`src/rtl/memory_arbiter_pkg.sv`:
```
// memory_arbiter_pkg
// Shared constants for the memory arbiter, its counters, the memory model
// and both caches: line geometry, memory latency, FSM state encoding and
// small address helpers.
package memory_arbiter_pkg;

    localparam int WORDS_PER_LINE   = 8;
    localparam int MEM_LATENCY      = 4;
    localparam int ADDR_W           = 16;
    localparam int DATA_W           = 16;
    localparam int LINE_OFFSET_BITS = 4;
    localparam int WORD_BYTES       = 2;
    localparam int CNT_W            = $clog2(WORDS_PER_LINE);

    // Arbiter FSM encoding
    localparam logic [1:0] ST_IDLE  = 2'd0;
    localparam logic [1:0] ST_FILL  = 2'd1;
    localparam logic [1:0] ST_WRITE = 2'd2;

    // Line base of any byte address: low offset bits forced to zero.
    function automatic logic [ADDR_W-1:0] line_base(input logic [ADDR_W-1:0] addr);
        return {addr[ADDR_W-1:LINE_OFFSET_BITS], {LINE_OFFSET_BITS{1'b0}}};
    endfunction

    // Byte address of word idx within the line starting at base.
    // Wraps modulo 2^ADDR_W; a line never crosses because base is aligned.
    function automatic logic [ADDR_W-1:0] word_addr(input logic [ADDR_W-1:0] base,
                                                    input logic [CNT_W-1:0]  idx);
        return base + ADDR_W'(idx) * ADDR_W'(WORD_BYTES);
    endfunction

endpackage

```
`src/rtl/memory_arbiter_line_word_counter.sv`:
```
// line_word_counter
// Word index within a cache line. Counts 0..WORDS_PER_LINE-1 and saturates:
// the enable that arrives while at the last index sets 'full' instead of
// wrapping, so the owner can tell "on last word" from "all words done".
// Ports:
//   clk, rst      clock, asynchronous active-low reset
//   clear         synchronous clear of count and full
//   enable        advance by one (ignored once full)
//   count         current word index
//   at_last       count is the final index of the line
//   full          every index has been consumed
module line_word_counter
    import memory_arbiter_pkg::*;
(
    input  logic             clk,
    input  logic             rst,
    input  logic             clear,
    input  logic             enable,
    output logic [CNT_W-1:0] count,
    output logic             at_last,
    output logic             full
);

    assign at_last = (count == CNT_W'(WORDS_PER_LINE - 1));

    always_ff @(posedge clk or negedge rst) begin
        if (!rst) begin
            count <= '0;
            full  <= 1'b0;
        end else if (clear) begin
            count <= '0;
            full  <= 1'b0;
        end else if (enable && !full) begin
            if (at_last) begin
                full <= 1'b1;
            end else begin
                count <= count + 1'b1;
            end
        end
    end

endmodule

```
`src/rtl/memory_arbiter.sv`:
```
// memory_arbiter
// Shares one main-memory port between the I-cache (line fills) and the
// D-cache (line fills and write-through single-word stores).
//
// Handshake: a cache raises req (with addr, and for D also wr/wdata) and
// holds it until its done pulse. grant is high from the first FILL/WRITE
// cycle through the done cycle. A line fill returns WORDS_PER_LINE words
// with fill_valid, each tagged with its byte address; done pulses together
// with the last word. A write completes in one cycle with done. Dropping
// req mid-transaction does not abort it.
//
// Ports:
//   clk, rst                       clock, asynchronous active-low reset
//   i_req, i_addr                  I-cache miss request / address
//   i_grant, i_fill_*, i_done      I-cache ownership, returned words, done
//   d_req, d_wr, d_addr, d_wdata   D-cache request (write or line fill)
//   d_grant, d_fill_*, d_done      D-cache ownership, returned words, done
//   mem_enable, mem_wr, mem_addr,
//   mem_wdata                      memory command port
//   mem_rdata, mem_rvalid          memory read return (fixed latency)
//   dbg_state                      current FSM state
module memory_arbiter
    import memory_arbiter_pkg::*;
(
    input  logic              clk,
    input  logic              rst,

    input  logic              i_req,
    input  logic [ADDR_W-1:0] i_addr,
    output logic              i_grant,
    output logic              i_fill_valid,
    output logic [DATA_W-1:0] i_fill_data,
    output logic [ADDR_W-1:0] i_fill_addr,
    output logic              i_done,

    input  logic              d_req,
    input  logic              d_wr,
    input  logic [ADDR_W-1:0] d_addr,
    input  logic [DATA_W-1:0] d_wdata,
    output logic              d_grant,
    output logic              d_fill_valid,
    output logic [DATA_W-1:0] d_fill_data,
    output logic [ADDR_W-1:0] d_fill_addr,
    output logic              d_done,

    output logic              mem_enable,
    output logic              mem_wr,
    output logic [ADDR_W-1:0] mem_addr,
    output logic [DATA_W-1:0] mem_wdata,
    input  logic [DATA_W-1:0] mem_rdata,
    input  logic              mem_rvalid,

    output logic [1:0]        dbg_state
);

    logic [1:0]        state;
    logic              last_was_d;
    logic              owner_d;     // 1: current transaction belongs to D
    logic [ADDR_W-1:0] base;
    logic [ADDR_W-1:0] wr_addr;
    logic [DATA_W-1:0] wr_data;

    logic [CNT_W-1:0]  issue_cnt;
    logic              issue_last;
    logic              issue_full;
    logic [CNT_W-1:0]  recv_cnt;
    logic              recv_last;
    logic              recv_full;

    logic              any_req;
    logic              pick_d;
    logic              in_fill;
    logic              issue_en;
    logic              fill_fire;
    logic              line_done;
    logic [ADDR_W-1:0] fill_addr;

    // The in-line offset of an I-cache miss address is irrelevant.
    logic              unused_i_offset;
    assign unused_i_offset = ^{i_addr[LINE_OFFSET_BITS-1:0], issue_last};

    // D wins a tie unless it won the previous grant.
    assign any_req   = i_req || d_req;
    assign pick_d    = d_req && (!i_req || !last_was_d);

    assign in_fill   = (state == ST_FILL);
    assign issue_en  = in_fill && !issue_full;
    // Returns after the whole line has arrived are dropped.
    assign fill_fire = in_fill && mem_rvalid && !recv_full;
    assign line_done = fill_fire && recv_last;
    assign fill_addr = word_addr(base, recv_cnt);

    line_word_counter u_issue_cnt (
        .clk     (clk),
        .rst     (rst),
        .clear   (state == ST_IDLE),
        .enable  (issue_en),
        .count   (issue_cnt),
        .at_last (issue_last),
        .full    (issue_full)
    );

    line_word_counter u_recv_cnt (
        .clk     (clk),
        .rst     (rst),
        .clear   (state == ST_IDLE),
        .enable  (fill_fire),
        .count   (recv_cnt),
        .at_last (recv_last),
        .full    (recv_full)
    );

    always_ff @(posedge clk or negedge rst) begin
        if (!rst) begin
            state      <= ST_IDLE;
            last_was_d <= 1'b0;
            owner_d    <= 1'b0;
            base       <= '0;
            wr_addr    <= '0;
            wr_data    <= '0;
        end else begin
            case (state)
                ST_IDLE: begin
                    if (any_req) begin
                        state      <= (pick_d && d_wr) ? ST_WRITE : ST_FILL;
                        owner_d    <= pick_d;
                        last_was_d <= pick_d;
                        base       <= line_base(pick_d ? d_addr : i_addr);
                        wr_addr    <= d_addr;
                        wr_data    <= d_wdata;
                    end
                end
                ST_FILL: begin
                    if (line_done) begin
                        state <= ST_IDLE;
                    end
                end
                ST_WRITE: begin
                    state <= ST_IDLE;
                end
                default: begin
                    state <= ST_IDLE;
                end
            endcase
        end
    end

    // All outputs decode from registered state, so grant never glitches
    // and everything is zero as soon as reset asserts.
    always_comb begin
        i_grant      = 1'b0;
        d_grant      = 1'b0;
        i_fill_valid = 1'b0;
        d_fill_valid = 1'b0;
        i_fill_data  = '0;
        d_fill_data  = '0;
        i_fill_addr  = '0;
        d_fill_addr  = '0;
        i_done       = 1'b0;
        d_done       = 1'b0;
        mem_enable   = 1'b0;
        mem_wr       = 1'b0;
        mem_addr     = '0;
        mem_wdata    = '0;

        if (state != ST_IDLE) begin
            i_grant = !owner_d;
            d_grant = owner_d;
        end

        if (issue_en) begin
            mem_enable = 1'b1;
            mem_addr   = word_addr(base, issue_cnt);
        end

        if (fill_fire) begin
            if (owner_d) begin
                d_fill_valid = 1'b1;
                d_fill_data  = mem_rdata;
                d_fill_addr  = fill_addr;
                d_done       = line_done;
            end else begin
                i_fill_valid = 1'b1;
                i_fill_data  = mem_rdata;
                i_fill_addr  = fill_addr;
                i_done       = line_done;
            end
        end

        if (state == ST_WRITE) begin
            mem_enable = 1'b1;
            mem_wr     = 1'b1;
            mem_addr   = wr_addr;
            mem_wdata  = wr_data;
            d_done     = 1'b1;
        end
    end

    assign dbg_state = state;

endmodule

```
`config.mk`:
```
export PLATFORM = sky130hd
export DESIGN_NAME = memory_arbiter
export DESIGN_NICKNAME = d
export VERILOG_FILES = /design/src/rtl/memory_arbiter_pkg.sv /design/src/rtl/memory_arbiter_line_word_counter.sv /design/src/rtl/memory_arbiter.sv
export SDC_FILE = /design/constraint.sdc
export NUM_CORES = 1
export LEC_CHECK = 0
export CAP_MARGIN = 5
export CORE_MARGIN = 1
export CORE_UTILIZATION = 42
export CTS_CLUSTER_DIAMETER = 150
export DETAILED_ROUTE_END_ITERATION = 7
export GPL_ROUTABILITY_DRIVEN = 0
export GPL_TIMING_DRIVEN = 0
export PLACE_DENSITY = 0.86
export SLEW_MARGIN = 25
export SYNTH_ARGS = -nofsm -noshare
export SYNTH_HDL_FRONTEND = slang
export SYNTH_HIERARCHICAL = 1
export SYNTH_SLANG_ARGS = --single-unit
```
`constraint.sdc`:
```
create_clock -name clk -period 5.2 [get_ports clk]
set_input_delay 1.04 -clock clk [delete_from_list [all_inputs] [get_ports clk]]
set_output_delay 1.04 -clock clk [all_outputs]
set_load 0.03 [all_outputs]
```
; Word-level counts from Yosys, hierarchy flattened
; Index checks and enable logic that the tools add are counted.
[classes]
addsub = 4
n_eq_ne = 8
n_mux = 42
reduce_logical = 26
[ops]
columns = operator, count
row1 = $mux W16, 12
row2 = $add A16 B4 Y16, 2
row3 = $mux W1, 20
row4 = $mux W3, 6
row5 = $reduce_and A2 Y1, 6
row6 = $reduce_bool A2 Y1, 5
row7 = $logic_and A1 B1 Y1, 8
row8 = $add A3 B1 Y3 const B, 2
row9 = $eq A3 B3 Y1 const B, 2
row10 = $mux W2, 3
row11 = $ne A2 B1 Y1 const B, 3
row12 = $logic_not A1 Y1, 4
row13 = $pmux W2 S2, 1
row14 = $eq A2 B1 Y1 const B, 1
row15 = $eq A2 B2 Y1 const B, 1
row16 = $logic_not A2 Y1, 1
row17 = $logic_or A1 B1 Y1, 2
row18 = $ne A2 B2 Y1 const B, 1
[totals]
ff_bits = 55
inputBits = 70
out_inout_bits = 106
word_cells = 89

; Longest topological paths before layout
; Gate-level depths: netlist (run 1).
[depth]
ltp_word = 7
depth_mapped = 6

; Modules after synthesis
; Netlist (run 1), hierarchy kept.
[by_module_without_submodules]
columns = module, n_inst, cells_each, area_each_um2
row1 = memory_arbiter, 1, 269, 2687.6
row2 = line_word_counter, 2, 18, 222.7

; Worst setup path before layout (run 1)
; No wires, ideal clock.
[synth_path]
kind = input-to-output
start = input mem_rvalid
end = output i_fill_data[10]
arrival_time_ns = 2.083
setup_slack_ns = 2.077
cell_stages = 4
cell_sequence = and4bb_2 > and2b_1 > buf_2 > and2_1
[synth_via]
elab_chain_cells = 3
[synth_rtl]
columns = element, line
row1 = from (decl), memory_arbiter.sv:51  ; input logic mem_rvalid,
row2 = $logic_and A1 B1 Y1 (2 in series), memory_arbiter.sv:89  ; assign fill_fire = in_fill && mem_rvalid && !recv_full;
row3 = $mux W16, memory_arbiter.sv:176  ; if (fill_fire) begin
row4 = to (decl), memory_arbiter.sv:32  ; output logic [DATA_W-1:0] i_fill_data,
; Every way passes these cells.

; Final worst setup path (run 1)
[layout_path]
start = input mem_rvalid
end = output i_fill_addr[4]
[layout_via]
elab_chain_cells = 3
[layout_rtl]
columns = element, line
row1 = $logic_and A1 B1 Y1 (2 in series), memory_arbiter.sv:89
row2 = $mux W16, memory_arbiter.sv:176
row3 = to (decl), memory_arbiter.sv:33  ; output logic [ADDR_W-1:0] i_fill_addr,
; Every way passes these cells.

==> results.txt, run 1 <==
The total area of multi-input combinational cells is 1620 µm². The area growth from synthesis to layout is 61.7%. Once detail routing completed, the nets flagged for antenna violations numbered 0. The number of buffers on the longest clock path came out at 2. The number of warning messages in the yosys log is 6.

Sorting the synthesized cells by area gives the leading types as dfrtp_1 (44%), mux2_2 (11%), and2_1 (10%). Across the VDD grid, the largest voltage drop is 0.244 mV. The async set-or-reset flop fraction in the synthesized netlist came out at 100%. The flow ran to the end, and the final reports show no timing, DRC or antenna violations. 176 I/O pins were placed.

0 antenna diodes ended up in the layout. Among the stages of the critical path, the cell type that occurs most often is clkdlybuf4s50_1. Dividing total power by cell area gives a power density of 573 nW/µm².

The storage element area is 1380 µm². The launch instance of the worst min-delay path is wr_data[12]$_DFFE_PN0P_. Summed over all nets, the switching power comes to 0.00129 W. The number of sinks handled by clock tree synthesis came out at 55. Summed over all cells, the static leakage comes to 2.23 nW.

The number of detailed-route iterations in the first pass came out at 6. The number of antenna violations at the first check in global routing is 0. The part of the Yosys area used for sequential elements is between 40% and 50%. The critical path capture point is i_fill_addr[4]. The share of power burned in combinational logic is around 64%. The combinational family with the most area after synthesis is simple AND/OR/NAND/NOR gates.

The proportion of power drawn by flip-flops and latches is 27.1%. The critical path goes through clkdlybuf4s50_1, and4bb_2, and2b_1, clkbuf_1, and2_1, clkdlybuf4s50_1. The startpoint identified for the worst register-to-register timing path is dbg_state[1]$_DFFE_PN0P_.

The global-route wire length before repair came out at between 10,000 and 15,000 µm. The maximum single-stage delay on the critical path came out at 0.70 ns. The final design area excluding fillers is 5060 µm². The number of gates resized after CTS was 0.

The switching part of the total is 44.4%. The largest individual stage delay along the critical path comes from the cell clkdlybuf4s50_1. The critical-path maximum fanout is 10. Counting flops and latches in the post-synthesis netlist gives 55. The number of buffers inserted for hold repair after clock tree synthesis came out at 0. The worst setup path is of the input pin to primary output kind. The number of placement rows is 31. The via count of the first global-routing pass is 2,952. The endpoint of the lowest-slack register-to-register path is u_recv_cnt/count[0]$_DFFE_PN0P_. From left edge to right edge, the die measures a little under 90 µm.

The post-layout worst setup margin came out at 0.838 ns. The count of final hold-check violations is 0. The CTS clock-pin slew for the worst setup and hold paths is 0.10 ns. The fraction of synthesized area in multiplexers is approximately 14%.

The first routing iteration left about 130 violations. The area of the core is ~7200 µm². The share of total power dissipated in the clock network is 8.6%.

The maximum level of the CTS H-tree came out at 2. The reg2reg setup slack came out at 3.02 ns. The number of setup violations in the final report came out at 0.

Summing over every cut layer, the via total after detailed routing is 3,021. The post-route minimum period came out at 4.36 ns. Of all cell types, the one taking the most synthesized area is dfrtp_1. The simple-gate area share of the yosys netlist came out at approximately 25%. The tightest hold margin came out at 0.507 ns. The cell-internal power is 0.00161 W. The average instance area after synthesis came out at between 10 and 15 µm². The placed instances occupy a cell area of 4970 µm².

The total power draw is 0.00290 W. TritonCTS built the clock tree. After synthesis the cells add up to 3130 µm². The max-capacitance violation count is 0.

The number of buffers created by CTS came out at 5. The port buffer count came out at 169. The floorplan step defined a die boundary enclosing approximately 8000 µm². The count of distinct cell types in the synthesized netlist is 28. The setup clock skew after layout is 0.0106 ns. The overflow left after global routing is 0. Setup repair after global routing left no endpoint under its margin. The average routed wire per standard cell is 16.7 µm. Measured along the y axis, the die boundary spans around 88 µm. After detailed routing, the total wire length is 9710 µm. The final-layout fill cell count is roughly 600. The share of the synthesized area in compound gates (AO/OA/AOI/OAI) is 10.0%. The kind of cell with the highest combined delay along the critical path is buffers and inverters.

Counting cells, the worst reg-to-reg path comes to 4. The fraction of the mapped netlist area in adder cells came out at 1.60%. Entering global routing, the biggest net connects 29 pins.

Counting every instance in the synthesized netlist gives 305. The required time of the critical path is 4.16 ns. The clock latency reported for the late side of the worst-skew pair is 0.31 ns. Measured against its own limit, the worst slew margin works out to 37.8%. The effective utilization at floorplan is approximately 43%. The worst setup path is launched from an input pin.

Data on the critical path arrives at its endpoint at 3.32 ns. Among all flip-flop cells after synthesis, the most frequent one is dfrtp_1. The synthesized design contains 0 enable-type register cells.

Using the TritonRoute via totals, the vias-per-cell ratio works out to 5.18. The timing startpoint of the critical path is mem_rvalid. The maximum clock frequency is approximately 230 MHz.

Prior to clock tree synthesis, the placed netlist has a worst setup slack of approximately 0.86 ns. Global routing consumed, over all layers together, about 25% of the routing resources. Of the total synthesized cell area, the portion taken by XOR and XNOR cells is 0%. The number of max-slew violations in the final report is 0. The worst setup path is captured at a primary output. Cells with a size suffix above 1 make up 12.8% of the layout. The path class of the tightest hold or removal check is register to register.

The DRC violations left came out at 0. CTS placed an instance of clkbuf_8 at the clock tree root. In this run the number of cells on the critical path is 6. The detailed placement HPWL is 7490 µm. The slew at the pin with the worst max-slew slack came out at 0.933 ns. The worst path uses 83.9% of the clock period. After the last flow step, the layout net total stands at 557. The buffers inserted during post-CTS setup optimization came out at 0. The portion of synthesized cell area occupied by the leading cell type came out at a little over two fifths. The critical path buffer and inverter count is 3.

The final sum of negative setup slack is 0 ns.
[cells by family (layout without fill, tap and decap cells)]
family	count (synthesis)	in the layout
AND/OR/NAND/NOR	134	134
flip-flops	55	55
AO/OA/AOI/OAI	46	46
multiplexers	39	39
buffers and inverters	26	204
adder cells (fa/ha/maj)	4	4
other	1	2
[layer usage]
metal  GRT usage, %  share of wire [%]  vias to the layer above  wire length, µm
li1               -                  -                     1405                -
met1           28.7                 39                     1464             3790
met2           43.8                 50                      130             4900
met3           5.78                7.6                       22              740
met4           9.53                2.8                        0              275
met5              0                  0                        -                0
[worst min path at each step]
stage                                         end  cells after the start
after global placement     wr_data[0]$_DFFE_PN0P_                      1
after global routing      wr_data[12]$_DFFE_PN0P_                      1
after detailed placement  wr_data[10]$_DFFE_PN0P_                      1
after floorplan            wr_addr[0]$_DFFE_PN0P_                      1
final                     wr_data[12]$_DFFE_PN0P_                      1
after CTS                 wr_data[10]$_DFFE_PN0P_                      1
[cells in the final DEF (no fill, tap or decap)]
cell type and instances:
buf_6 4, mux2_4 4, a22o_1 15, dfrtp_1 55, clkdlybuf4s50_1 168, buf_4 4, a21bo_2 1, a21boi_1 1
or2_4 1, a31oi_1 12, and2_4 1, and2_1 50, nor2_1 7, nand2b_1 9, or2_2 1, nor2b_1 4
nor3b_4 2, mux2_2 31, a21o_1 2, and3_1 32, buf_2 4, a21oi_1 15, buf_12 1, clkbuf_8 6
clkinv_4 1, clkbuf_1 16, nand2_1 25, mux2i_1 4, ha_1 4, and4bb_2 1, and2b_1 1, conb_1 2
[cell type report]
class	count	share of cell area (%)
multi-input combinational	225	31.9
clock buffer	7	1.70
clock inverter	1	0.173
timing repair buffer	170	33.7
tap	99	2.45
sequential	55	27.2
buffer	26	2.84
[registers in the layout, summed over array words and instances, names as in the netlist]
name / flops
wr_data: 16
u_recv_cnt/count: 3
wr_addr: 16
owner_d: 1
base: 12
u_issue_cnt/full: 1
u_issue_cnt/count: 3
u_recv_cnt/full: 1
dbg_state: 2
[Yosys cell counts, drive strengths merged, types with 4 or more instances]
master	count
nand2b	9
ha	4
dfrtp	55
nor2	7
mux2	35
a31oi	12
mux2i	4
and3	32
a21oi	15
nor2b	4
clkbuf	15
a22o	15
nand2	25
and2	51
buf	11
[power groups by stage]
stage               registers (W)  logic, W  clock network (W)
floorplan                0.000746   0.00119                  0
global placement         0.000774   0.00183                  0
detailed placement       0.000793   0.00188                  0
CTS                      0.000783   0.00188           0.000257
global route             0.000814   0.00198           0.000269
finish                   0.000786   0.00187           0.000250
[stage by stage]
stage / util (%) / cells
6_report: 70.2 / 583
5_1_grt: 70.2 / 583
4_1_cts: 70.2 / 583
3_5_place_dp: 68.9 / 575
3_3_place_gp: 68.6 / 574
2_1_floorplan: - / 306
No activity file was read; power rests on OpenSTA's default activity.
==> inputs of run 2 (changes only) <==
--- a/config.mk
+++ b/config.mk
@@ -7,12 +7,12 @@
 export LEC_CHECK = 0
 export CAP_MARGIN = 5
 export CORE_MARGIN = 1
-export CORE_UTILIZATION = 42
+export CORE_UTILIZATION = 35
 export CTS_CLUSTER_DIAMETER = 150
 export DETAILED_ROUTE_END_ITERATION = 7
 export GPL_ROUTABILITY_DRIVEN = 0
 export GPL_TIMING_DRIVEN = 0
-export PLACE_DENSITY = 0.86
+export PLACE_DENSITY = 0.76
 export SLEW_MARGIN = 25
 export SYNTH_ARGS = -nofsm -noshare
 export SYNTH_HDL_FRONTEND = slang
==> constraint.sdc (replaced) <==
create_clock -name clk -period 3.86 [get_ports clk]
set_input_delay 0.772 -clock clk [delete_from_list [all_inputs] [get_ports clk]]
set_output_delay 0.772 -clock clk [all_outputs]
set_load 0.03 [all_outputs]
==> run 2 against run 1 <==
Against the previous run: clock-buffer cell count fell by 2; critical endpoint is now i_fill_addr[13]; clock power rose by 80%; combinational power up 35%; largest cell class unchanged.
==> results.txt, run 2 (synthesis gave the netlist of run 1 again) <==
The flow ran to the end, and the final reports show no timing, DRC or antenna violations. The overflow left after global routing came out at 0. The CTS clock-pin slew for the worst setup and hold paths is 0.10 ns. The leading cell type in the layout, fill and taps excluded is clkdlybuf4s50_1. The layout has 799 filler cells.

The power density over the cells came out at 785 nW/µm². The CTS tree is built. The number of sinks handled by clock tree synthesis is 55.

Combinational logic is responsible for 62.7% of the overall power. The floorplan die area is 9330 µm². Port buffering added roughly 170 buffers. 0 antenna diodes ended up in the layout.

In the final layout, the registers with the most flip-flops are wr_addr x16, wr_data x16, base x12. The number of placement rows came out at 34. The critical path's slowest cell is clkdlybuf4s50_1. For this run, the slowest stage of the critical path takes 0.67 ns. After detailed routing, the average wire length per cell comes to 16.7 µm. The share of layout cells above drive strength 1 is 13.2%. The switching power came out at between 0.0015 and 0.002 W. IR analysis of the VDD net gives a maximum drop of 0.279 mV. In this run the tightest slew margin relative to its limit is 32.4%.

The count of final hold-check violations is 0. The worst path meets setup with 0.147 ns of slack. The via count of the first global-routing pass came to approximately 3,000. The worst setup path is captured at a primary output. In this run the vertical extent of the chip is 96.6 µm. The final antenna-violating net count is 0.

The cell that appears most often on the critical path is clkdlybuf4s50_1. The mean number of vias per cell is 5.03. The number of buffers inserted for hold repair after clock tree synthesis came out at 0.

The clock passes through at most 2 buffers. Gates resized during post-CTS repair numbered 1. The min-delay analysis places its worst path in the category input pin to asynchronous set/reset pin. In this run the horizontal extent of the chip is between 90 and 100 µm. Cell internal power was estimated by the tool at between 0.002 and 0.0025 W. The area of the core came out at between 8000 and 9000 µm². CTS placed an instance of clkbuf_8 at the clock tree root. Summing over every cut layer, the via total after detailed routing is between 2,000 and 3,000. The final layout contains routed wiring with a total length of 9880 µm.

The number of max-slew violations in the final report is 0. The critical-path maximum fanout came out at 10. The switching part of the total came out at 43.1%.

The number of setup violations in the final report came out at 0. The launching element type of the critical path is an input pin. The number of antenna violations at the first check in global routing came out at 0. In the final timing run, aggregate negative setup slack is 0 ns. The DRC violations left is 0. TritonCTS created 5 clock buffers. The effective utilization at floorplan came out at 36.1%. For this run, the top clock speed supported by timing is 269 MHz. Across every metal layer, demand over resource in global routing totals a little over a fifth. The post-route clock period utilization is between 90% and 100%. The global-route wire length before repair is ~16,000 µm. The final layout contains about 560 nets. CTS built an H-tree with a depth of 2. The slew at the pin with the worst max-slew slack is between 1 and 1.5 ns. Registers are responsible for a little over a quarter of the overall power. Leaving out fill and tap cells, the most frequent cells in the layout are clkdlybuf4s50_1 (168), dfrtp_1 (55), and2_1 (50).

The number of detailed-route iterations in the first pass came out at 4. The max-capacitance violation count is 0. The maximum number of pins on one net before global-route repair came out at 44.

The required time of the critical path came out at a little over 3 ns. Setup repair after global routing left no endpoint under its margin. The buffers inserted during post-CTS setup optimization is 0. The I/O pin count came out at 176.

The setup clock skew after layout is 0.00687 ns. The setup slack after placement is -0.0554 ns. The initial detailed-routing violation count came out at 172.

The data arrival time of the worst path is approximately 2.9 ns. The clock latency reported for the late side of the worst-skew pair is 0.31 ns. Detailed placement ended at an HPWL of 7340 µm.

Walking the worst path, the cells encountered are clkdlybuf4s50_1, and4bb_2, and2b_1, clkbuf_1, and2_1, clkdlybuf4s50_1. By startpoint and endpoint, the worst setup path is classified as input pin to primary output. The fraction of power consumed by the clock network is 11.2%. The standby leakage power is 2.25 nW. The area growth from synthesis to layout is 63.4%. Counting I/O delays and the setup requirement, the final critical path takes 3.71 ns.
## run 2: cell count changes in the layout (fill, tap and decap cells not counted)
cell | before | now
clkinvlp_4 | 0 | 1
clkbuf_1 | 16 | 14
clkbuf_2 | 0 | 1
clkinv_4 | 1 | 0
clkbuf_8 | 6 | 5
bufinv_16 | 0 | 2
## run 2: final cells by class
cell class                 instances  area (µm²)  area share (%)
timing repair buffer             170        1710            33.4
clock buffer                       5        68.8            1.34
buffer                            26         145            2.84
multi-input combinational        225        1620            31.6
tap                              108         135            2.64
clock inverter                     3        67.6            1.32
sequential                        55        1380            26.9
## run 2: path summary, 6_finish.rpt
check	start	end	slack, ns	cells past startpoint
hold reg to reg	wr_data[14]$_DFFE_PN0P_	wr_data[14]$_DFFE_PN0P_	0.51	1
max in group asynchronous	rst	base[7]$_DFFE_PN0P_	3.10	2
setup reg to reg	dbg_state[1]$_DFFE_PN0P_	u_issue_cnt/count[0]$_DFFE_PN0P_	1.60	4
setup / recovery	mem_rvalid	i_fill_addr[13]	0.15	6
min in group clk	wr_data[14]$_DFFE_PN0P_	wr_data[14]$_DFFE_PN0P_	0.51	1
hold / removal	rst	wr_data[6]$_DFFE_PN0P_	0.29	1
## run 2: worst max-delay path: cells and delay by family
kind / cells / cell delay, ns
buf+inv: 3 / 1.45
simple gates: 3 / 0.72
## run 2: stage by stage
stage / hold WS, ns / cells / cell area, µm² / power, W / util [%]
4_1_cts: 0.283 / 592 / 5120 / 0.00405 / 59.0
2_1_floorplan: 0.472 / 306 / 3140 / 0.00261 / -
5_1_grt: 0.287 / 592 / 5120 / 0.00424 / 59.0
3_3_place_gp: 0.481 / 583 / 4960 / 0.00353 / 57.2
6_report: 0.293 / 592 / 5120 / 0.00402 / 59.0
3_5_place_dp: 0.488 / 584 / 4980 / 0.00359 / 57.4
## run 2: power groups by stage
stage               logic [W]  clock network [W]  registers [W]
floorplan             0.00161                  0        0.00100
global placement      0.00249                  0        0.00104
detailed placement    0.00253                  0        0.00106
CTS                   0.00254           0.000463        0.00105
global route          0.00267           0.000483        0.00109
finish                0.00252           0.000451        0.00105
## run 2: per-layer routing
| metal | vias to the layer above | wire length (µm) | track usage (%) |
|---|---|---|---|
| met5 | - | 0 | 0 |
| met4 | 0 | 64 | 3.33 |
| met3 | 5 | 758 | 6.07 |
| met2 | 126 | 5150 | 39.0 |
| met1 | 1441 | 3910 | 23.7 |
| li1 | 1404 | - | - |
